### config.mk
export PLATFORM = sky130hd
export DESIGN_NAME = regfile_scoreboard
export DESIGN_NICKNAME = d
export VERILOG_FILES = /design/src/rtl/regfile_scoreboard.sv
export SDC_FILE = /design/constraint.sdc
export NUM_CORES = 1
export LEC_CHECK = 0
export CORE_AREA = 2 2 117 119
export DETAILED_ROUTE_END_ITERATION = 10
export DIE_AREA = 0 0 119 121
export DONT_BUFFER_PORTS = 1
export GPL_TIMING_DRIVEN = 0
export MAX_ROUTING_LAYER = met4
export PLACE_DENSITY = 0.65
export SYNTH_ARGS = -nofsm -noshare
export SYNTH_HDL_FRONTEND = slang
export SYNTH_SLANG_ARGS = --single-unit
### constraint.sdc
create_clock -name CLK -period 3.04 [get_ports CLK]
set_clock_uncertainty 0.15 [all_clocks]
set_input_delay 0.456 -clock CLK [delete_from_list [all_inputs] [get_ports CLK]]
set_output_delay 0.456 -clock CLK [all_outputs]
set_load 0.01 [all_outputs]
### src/rtl/regfile_scoreboard.sv
// Register-file scoreboard: per-register pending-write counters that stall issue on RAW
// hazards or counter saturation, plus a starvation-guarded arbiter for the RF write port.
`timescale 1ns/1ps
module regfile_scoreboard #(
    parameter int CW         = 2,
    parameter int STARVE_MAX = 4
) (
    input  logic        CLK,
    input  logic        nrst,
    input  logic        issue_valid,
    input  logic [4:0]  issue_rs,
    input  logic [4:0]  issue_rt,
    input  logic [4:0]  issue_rd,
    input  logic        issue_wen,
    output logic        issue_stall,
    input  logic        wb_valid,
    input  logic [4:0]  wb_sel,
    input  logic [31:0] wb_dat,
    output logic        wb_ready,
    input  logic        lu_valid,
    input  logic [4:0]  lu_sel,
    input  logic [31:0] lu_dat,
    output logic        lu_ready,
    output logic        rf_WEN,
    output logic [4:0]  rf_wsel,
    output logic [31:0] rf_wdat,
    output logic        sb_err
);

    localparam logic [CW-1:0] CNT_MAX = '1;
    localparam int            SW      = $clog2(STARVE_MAX + 1);
    localparam logic [SW-1:0] STARVE_LIM = SW'(STARVE_MAX);

    typedef enum logic {
        PIPE_PRI = 1'b0,
        LU_PRI   = 1'b1
    } arb_t;

    arb_t          state;
    arb_t          state_nxt;
    logic [SW-1:0] starve_cnt;
    logic [SW-1:0] starve_nxt;

    logic [CW-1:0] cnt_q  [1:31];
    logic [CW-1:0] cnt_rd [0:31];
    logic [31:1]   inc_vec;
    logic [31:1]   dec_vec;

    logic          grant;
    logic [4:0]    win_sel;
    logic [31:0]   win_dat;
    logic          issue_sat;
    logic          issue_acc;
    logic          err_hit;

    // Register 0 is hardwired to zero and never tracked, so it always reads as idle.
    always_comb begin
        cnt_rd[0] = '0;
        for (int r = 1; r < 32; r++) begin
            cnt_rd[r] = cnt_q[r];
        end
    end

    // Stall looks only at registered counts: a retire this cycle frees the reader next cycle,
    // which is exactly when the RF write becomes visible.
    assign issue_sat   = issue_wen & (issue_rd != 5'd0) & (cnt_rd[issue_rd] == CNT_MAX);
    assign issue_stall = issue_valid & ((cnt_rd[issue_rs] != '0) |
                                        (cnt_rd[issue_rt] != '0) |
                                        issue_sat);
    assign issue_acc   = issue_valid & ~issue_stall & issue_wen & (issue_rd != 5'd0);

    // NOTE: every output of this block gets a default before any branch; a path that left one
    // unassigned would infer a latch.
    always_comb begin
        wb_ready   = 1'b0;
        lu_ready   = 1'b0;
        state_nxt  = PIPE_PRI;
        starve_nxt = starve_cnt;
        if (state == LU_PRI && lu_valid) begin
            lu_ready   = 1'b1;
            starve_nxt = '0;
        end else if (wb_valid) begin
            wb_ready = 1'b1;
            if (lu_valid) begin
                if (starve_cnt < STARVE_LIM) begin
                    starve_nxt = starve_cnt + SW'(1);
                end
                if (starve_cnt + SW'(1) >= STARVE_LIM) begin
                    state_nxt = LU_PRI;
                end
            end
        end else if (lu_valid) begin
            lu_ready   = 1'b1;
            starve_nxt = '0;
        end
    end

    assign grant   = wb_ready | lu_ready;
    assign win_sel = lu_ready ? lu_sel : (wb_ready ? wb_sel : 5'd0);
    assign win_dat = lu_ready ? lu_dat : (wb_ready ? wb_dat : 32'd0);

    assign rf_WEN  = grant & (win_sel != 5'd0);
    assign rf_wsel = win_sel;
    assign rf_wdat = win_dat;

    always_comb begin
        inc_vec = '0;
        dec_vec = '0;
        for (int r = 1; r < 32; r++) begin
            inc_vec[r] = issue_acc & (issue_rd == 5'(r));
            dec_vec[r] = grant & (win_sel == 5'(r));
        end
    end

    assign err_hit = grant & (win_sel != 5'd0) & (cnt_rd[win_sel] == '0);

    // NOTE: state registers use non-blocking assignments so every flop samples pre-edge values.
    always_ff @(posedge CLK or negedge nrst) begin
        if (!nrst) begin
            state      <= PIPE_PRI;
            starve_cnt <= '0;
        end else begin
            state      <= state_nxt;
            starve_cnt <= starve_nxt;
        end
    end

    // NOTE: the counter array is reset explicitly: it is a bank of flops holding hazard state,
    // not a RAM, and a stale nonzero count would stall its readers forever.
    always_ff @(posedge CLK or negedge nrst) begin
        if (!nrst) begin
            for (int r = 1; r < 32; r++) begin
                cnt_q[r] <= '0;
            end
            sb_err <= 1'b0;
        end else begin
            for (int r = 1; r < 32; r++) begin
                if (inc_vec[r] && !dec_vec[r]) begin
                    cnt_q[r] <= cnt_q[r] + CW'(1);
                end else if (dec_vec[r] && !inc_vec[r] && cnt_q[r] != '0) begin
                    cnt_q[r] <= cnt_q[r] - CW'(1);
                end
            end
            if (err_hit) begin
                sb_err <= 1'b1;
            end
        end
    end

endmodule

==> run_results.csv, run 1 <==
group,metric,value,unit
floorplan,initial_core_util,49.3,%
min_path,hp-class,"reg2reg",
sta,fin_setup_tns,-25.5,ps
sta,rsz0062_at_grt,"yes",
synthesis,syn_area,6450,um2
route,highest_layer,"met4",
route,first_pass_iters,6,
synthesis,ys_ff_latch,67,
pwr,power.density,498,nW/um2
global_route,grt_use_total,34.1,%
sta,finalMaxSlewViolations,0,
synthesis,synthArstFlopShare,100,%
synthesis,yosys_warnings,0,
cts,cts_made_buffers,9,
critical_path,cp-endpoint,"issue_stall",
synthesis,synth_cell_types,70,
critical_path,cp.required,2430,ps
sta,tightest_slew,701,ps
critical_path,worst-r2r-setup-slack,40,ps
route,via_count,7183,
pwr,vdd_drop_max,0.000343,V
cts,cts_tree,"done",
route,dr_wl_met3,2630,um
synthesis,synth_nets,995,
sta,timing.max_slew.rel_slack,52.9,%
critical_path,path_max_fanout,5,
global_route,antenna_found_initial,0,
sta,fin_crit_sh,101,%
critical_path,worstReg2RegStart,"cnt_q[27]$_DFFE_PN0P_",
cts,path_clk_slew,60,ps
cts,cts_buffer_depth,2,
global_route,grt_pass1_wl,36600,um
route,wl_met1,9740,um
place,place.gp.congestion,0.981,
cts,clk_latency,350,ps
sta,fmax,0.326,GHz
cts,cts.root.buffer_cell,"clkbuf_16",
global_route,grt-ovfl-total,0,
synthesis,avgSynthCellArea,7.18,um2
place,dpl.hpwl,18000,um
layout,area_growth,13.9,%
cts,cts.htree.levels,3,
route,routed-wl-met2,10700,um
route,routedWlPerCell,21.5,um
critical_path,crit_arrival,2460,ps
layout,num_antenna_cells,0,
synthesis,yosysSeqAreaShare,26.0,%
global_route,grt_pass1_vias,6615,
floorplan,coreArea,13100,um2
synthesis,synth_edf_count,0,
floorplan,dieArea,14400,um2
run_status,violations,"negative setup slack",
run_status,outcome,"finished, violations left",
floorplan,fp-row-count,42,
route,drt_iter0_markers,744,
place,dpl_worst_slack,-587,ps
sta,hold_violations,0,
critical_path,r2r-end,"cnt_q[28]$_DFFE_PN0P_",
floorplan,io_pins,137,
floorplan,die_x,119,um
route,detail-route-antenna-nets,0,
sta,setup_ws,-25.5,ps
cts,clock_sinks,67,
critical_path,reg2regPathDepth,10,
route,wirelength,23900,um
layout,nets,1025,
critical_path,crit_type,"reg2out",
place,port_buffers,0,
critical_path,cp-start-kind,"register",
synthesis,synthFlopType,"dfrtp_1",
pwr,p_leak,0.00290,uW
critical_path,startpoint,"cnt_q[27]$_DFFE_PN0P_",
layout,drive_gt1_share,15.3,%
sta,setup_viol,1,
sta,fin_hold_ws,344,ps
floorplan,chipHeight,121,um
route,viasPerCell,6.47,
global_route,grt_max_degree,68,
synthesis,synthCells,899,
critical_path,cp-end-kind,"output pin",
run,maxCapViolCount,0,
sta,min_period,3070,ps
route,drc,0,
worst max-delay path: stages, from the launching register on:
cell       delay [ps]
dfrtp_2           410
or3b_4            400
a21oi_2           180
o22ai_2            80
a211o_1           300
or2_1             230
buf_6             120
nor2_4            160
clkbuf_16         170
a21oi_4            70
power by group:
group	total, uW	switching [uW]	internal [uW]
Sequential	1330	268	1060
Combinational	1260	761	495
Clock	1080	428	653
registers in the layout, indices dropped and copies added (netlist names):
name        count
state           1
starve_cnt      3
cnt_q          62
sb_err          1
synthesized netlist by cell type (3+ instances only):
library cell	instances	area, um2
a211o_1	5	43.8
a211oi_1	9	67.6
a21boi_0	5	37.5
a21o_1	5	37.5
a21oi_1	31	155
a22o_1	9	78.8
a22oi_1	21	158
a311oi_1	4	35.0
a31o_2	5	43.8
a31oi_1	3	18.8
and2_1	6	37.5
and3_1	8	50.1
buf_1	3	11.3
buf_2	12	60.1
buf_6	4	45.0
clkbuf_1	25	93.8
clkbuf_8	5	68.8
dfrtp_1	67	1680
inv_1	21	78.8
mux2_2	9	101
mux2i_1	5	50.1
mux4_2	10	225
nand2_1	177	664
nand2b_1	3	18.8
nand3_1	64	320
nand3b_1	12	90.1
nand4_1	9	56.3
nor2_1	94	353
nor2b_1	17	106
nor3_1	45	225
nor3b_1	6	45.0
nor4_1	20	125
o2111ai_1	10	87.6
o211ai_1	7	52.6
o21ai_0	72	360
o21bai_1	14	105
o31ai_1	7	52.6
or3_1	8	50.1
or4_1	4	30.0
xnor2_1	19	166
area by class of cell:
| class | count | area, um2 |
|---|---|---|
| Buffer | 49 | 332 |
| Multi-Input combinational cell | 759 | 4540 |
| Timing Repair Buffer | 20 | 173 |
| Clock buffer | 11 | 243 |
| Tap cell | 176 | 220 |
| Fill cell | 1273 | 5740 |
| Inverter | 23 | 96.3 |
| Clock inverter | 5 | 52.6 |
| Sequential cell | 67 | 1690 |
placed cells by master (no fill, tap or decap), types with 12 or more instances in the layout:
cell,n
nand2_1,175
clkbuf_1,18
nand3_1,64
nor2b_1,17
nor2_1,75
a22oi_1,20
xnor2_1,19
nor2_2,17
dfrtp_1,55
buf_4,22
nor4_1,17
o21bai_1,14
dfrtp_2,12
inv_1,19
nand3b_1,12
nor3_1,44
o21ai_0,71
a21oi_1,29
routing by layer:
metal	vias to the layer above	track usage, %
li1	3353	-
met1	3324	43.5
met2	445	50.4
met3	61	9.59
met4	0	15.6
met5	-	-
cells by family (layout without fill, tap and decap cells):
logic type | after synthesis | after routing | synth area share (%)
and+or+nand+nor | 485 | 485 | 35.3
AOI/OAI and AO/OA | 226 | 226 | 23.2
buffers and inverters | 73 | 108 | 5.78
DFF | 67 | 67 | 26.0
muxes | 27 | 27 | 6.88
xor gates and xnor gates | 20 | 20 | 2.71
adders and majority gates | 1 | 1 | 0.194
how the worst min path moves through the flow:
stage                                startpoint                    end  slack (ps)  depth (start not counted)
final                     cnt_q[56]$_DFFE_PN0P_  cnt_q[56]$_DFFE_PN0P_         340                          1
after global routing      cnt_q[56]$_DFFE_PN0P_  cnt_q[56]$_DFFE_PN0P_         370                          1
after CTS                           issue_rd[0]  cnt_q[38]$_DFFE_PN0P_         330                          3
after detailed placement                   nrst   cnt_q[6]$_DFFE_PN0P_          10                          0
after global placement                     nrst   cnt_q[6]$_DFFE_PN0P_          10                          0
after floorplan                            nrst   cnt_q[0]$_DFFE_PN0P_          10                          0
stage by stage:
| step | power (uW) | util (%) | instance area (um2) | std cells |
|---|---|---|---|---|
| 2_1_floorplan | 2060 | - | 6450 | 899 |
| 3_3_place_gp | 2400 | 51.0 | 6680 | 1075 |
| 3_5_place_dp | 2410 | 51.0 | 6680 | 1075 |
| 4_1_cts | 3570 | 54.4 | 7110 | 1096 |
| 5_1_grt | 3870 | 56.2 | 7350 | 1110 |
| 6_report | 3660 | 56.2 | 7350 | 1110 |
what timing repair did:
action                                  in CTS  in global routing
pin swaps                                    2                  9
endpoints found under the setup margin      47                 57
gates resized for setup                     27                 51
endpoints found under the hold margin       67                  0
buffers inserted                             4                 14
hold buffers                                 2                  0
(Power assumes the default switching activity.)
==> inputs of run 2 (changes only) <==
- PLACE_DENSITY: 0.65 -> 0.66
==> run 2 against run 1 <==
  * The run still ends with negative setup slack left
  * First-iteration DRC count rose by 26%
  * Clock-buffer cell count did not move
  * Power fell by 0.55%
  * Worst setup slack got worse by 31 ps
  * Sequential share of layout area rose by 0.052 points
  * Largest power group unchanged
  * Sequential cell count did not move
==> run_results.csv, run 2 (synthesis results as in run 1) <==
group,metric,value,unit
cts,clk_latency,360,ps
pwr,power.density,497,nW/um2
min_path,whs_path_depth,4,
cts,cts_buffer_depth,2,
sta,timing.max_slew.rel_slack,45.9,%
critical_path,crit_type,"reg2out",
place,dpl_worst_slack,-586,ps
pwr,vdd_drop_max,0.000439,V
floorplan,fp-row-count,42,
critical_path,worstReg2RegStart,"cnt_q[27]$_DFFE_PN0P_",
critical_path,cp-start-kind,"register",
critical_path,crit_arrival,2490,ps
layout,nets,1024,
critical_path,path_max_fanout,7,
place,placed_area,6680,um2
min_path,hp-class,"in2reg",
pwr,power_frac_comb,35.1,%
sta,fmax,0.323,GHz
pwr,p_total,3640,uW
sta,fin_hold_ws,332,ps
global_route,grt_use_total,33.2,%
floorplan,dieArea,14400,um2
cts,clock_sinks,67,
sta,rsz0062_at_grt,"yes",
route,drt_iter0_markers,939,
global_route,antenna_found_initial,1,
sta,min_period,3100,ps
cts,cts.htree.levels,3,
pwr,seq_power_share,36.3,%
min_path,min_from,"issue_valid",
route,detail-route-antenna-nets,0,
pwr,switchingPower,1430,uW
global_route,grt_pass1_wl,35600,um
layout,largest_register,"cnt_q",
min_path,whs_endpoint,"cnt_q[8]$_DFFE_PN0P_",
layout,area_growth,13.4,%
cts,cts_tree,"done",
layout,drive_gt1_share,13.7,%
place,dpl.hpwl,17600,um
layout,largest_reg_flops,62,
sta,hold_violations,0,
layout,mostFrequentLayoutCells,"174 x nand2_1, 83 x nor2_1, 70 x o21ai_0",
critical_path,cp-end-kind,"output pin",
layout,fillerInstances,1245,
floorplan,initial_core_util,49.3,%
critical_path,r2r-end,"cnt_q[55]$_DFFE_PN0P_",
route,via_count,7195,
run_status,violations,"negative setup slack",
sta,setup_ws,-56.0,ps
layout,top_regs,"cnt_q: 62 flops, starve_cnt: 3 flops",
pwr,power_switching_share,39.3,%
route,viasPerCell,6.49,
run,maxCapViolCount,0,
floorplan,chipHeight,121,um
critical_path,worst-r2r-setup-slack,80,ps
sta,fin_crit_sh,102,%
route,wirelength,23200,um
route,routedWlPerCell,21.0,um
pwr,p_leak,0.00288,uW
place,place.gp.congestion,1.05,
sta,finalMaxSlewViolations,0,
pwr,clkPwrFrac,28.6,%
layout,fin_area,7320,um2
floorplan,die_x,119,um
run_status,outcome,"finished, violations left",
cts,cts.root.buffer_cell,"clkbuf_16",
global_route,grt_pass1_vias,6407,
critical_path,cp.required,2430,ps
cts,path_clk_slew,50,ps
cts,cts_made_buffers,9,
sta,tightest_slew,809,ps
floorplan,coreArea,13100,um2
critical_path,reg2regPathDepth,9,
global_route,grt-ovfl-total,0,
sta,setup_viol,1,
pwr,internal_power,2210,uW
place,port_buffers,0,
route,drc,0,
layout,final_common_cell,"nand2_1",
global_route,grt_max_degree,68,
floorplan,io_pins,137,
route,first_pass_iters,6,
run 2: cell count changes in the layout (fill, tap and decap cells not counted), moves of 2 or more:
cell      delta
inv_4        +2
nor2_2       -9
clkinv_2     -3
nor2_1       +8
dfrtp_1      +2
dfrtp_2      -2
run 2: how the worst max path moves through the flow:
stage                                      from     endpoint  slack [ps]  cells past startpoint
after floorplan                     issue_rt[3]  issue_stall          80                     10
after global placement              issue_rt[1]  issue_stall        -590                     10
after detailed placement            issue_rt[1]  issue_stall        -590                     10
after CTS                 cnt_q[27]$_DFFE_PN0P_  issue_stall         -60                      9
after global routing      cnt_q[56]$_DFFE_PN0P_  issue_stall         -90                      9
final                     cnt_q[18]$_DFFE_PN0P_  issue_stall         -60                      9
run 2: critical path, stage by stage, from the launching register on:
cell       delay [ps]
dfrtp_2           400
and4bb_2          240
or4_2             530
o22ai_1           160
a211o_1           160
or2_1             130
buf_6             130
nor2_4             60
clkbuf_16         150
a21oi_4           180
run 2: metrics by stage:
stage          TNS, ps  utilization [%]  cells
6_report         -56.0             56.0   1108
5_1_grt           -103             56.0   1108
4_1_cts           -191             54.6   1098
3_5_place_dp    -13290             51.0   1075
3_3_place_gp    -13340             51.0   1075
2_1_floorplan        0                -    899
run 2: timing repair:
| action | CTS | global route |
|---|---|---|
| hold buffers | 2 | 0 |
| pin swaps | 2 | 4 |
| resized for setup | 33 | 42 |
| buffers inserted | 8 | 9 |
| setup endpoints to repair | 39 | 55 |
| hold endpoints to repair | 67 | 0 |
run 2: power by group through the flow:
stage	logic, uW	clock network [uW]	registers, uW
floorplan	831	0	1230
global placement	1080	0	1310
detailed placement	1090	0	1320
CTS	1200	1050	1300
global route	1390	1090	1350
finish	1280	1040	1320
run 2: layout make-up:
cell class                      instances  area (um2)  area share, %
Sequential cell                        67        1690           23.1
Antenna cell                            1        2.50         0.0342
Timing Repair Buffer                   19         165           2.26
Clock inverter                          3        40.0          0.547
Tap cell                              176         220           3.01
Buffer                                 49         335           4.58
Inverter                               23        98.8           1.35
Clock buffer                           11         243           3.32
Multi-Input combinational cell        759        4530           61.8
run 2: metal layers:
metal  wire, um  GRT usage, %
met2      10300          49.6
met5          0             -
met3       2640          11.5
met4        887          12.9
met1       9430          41.4
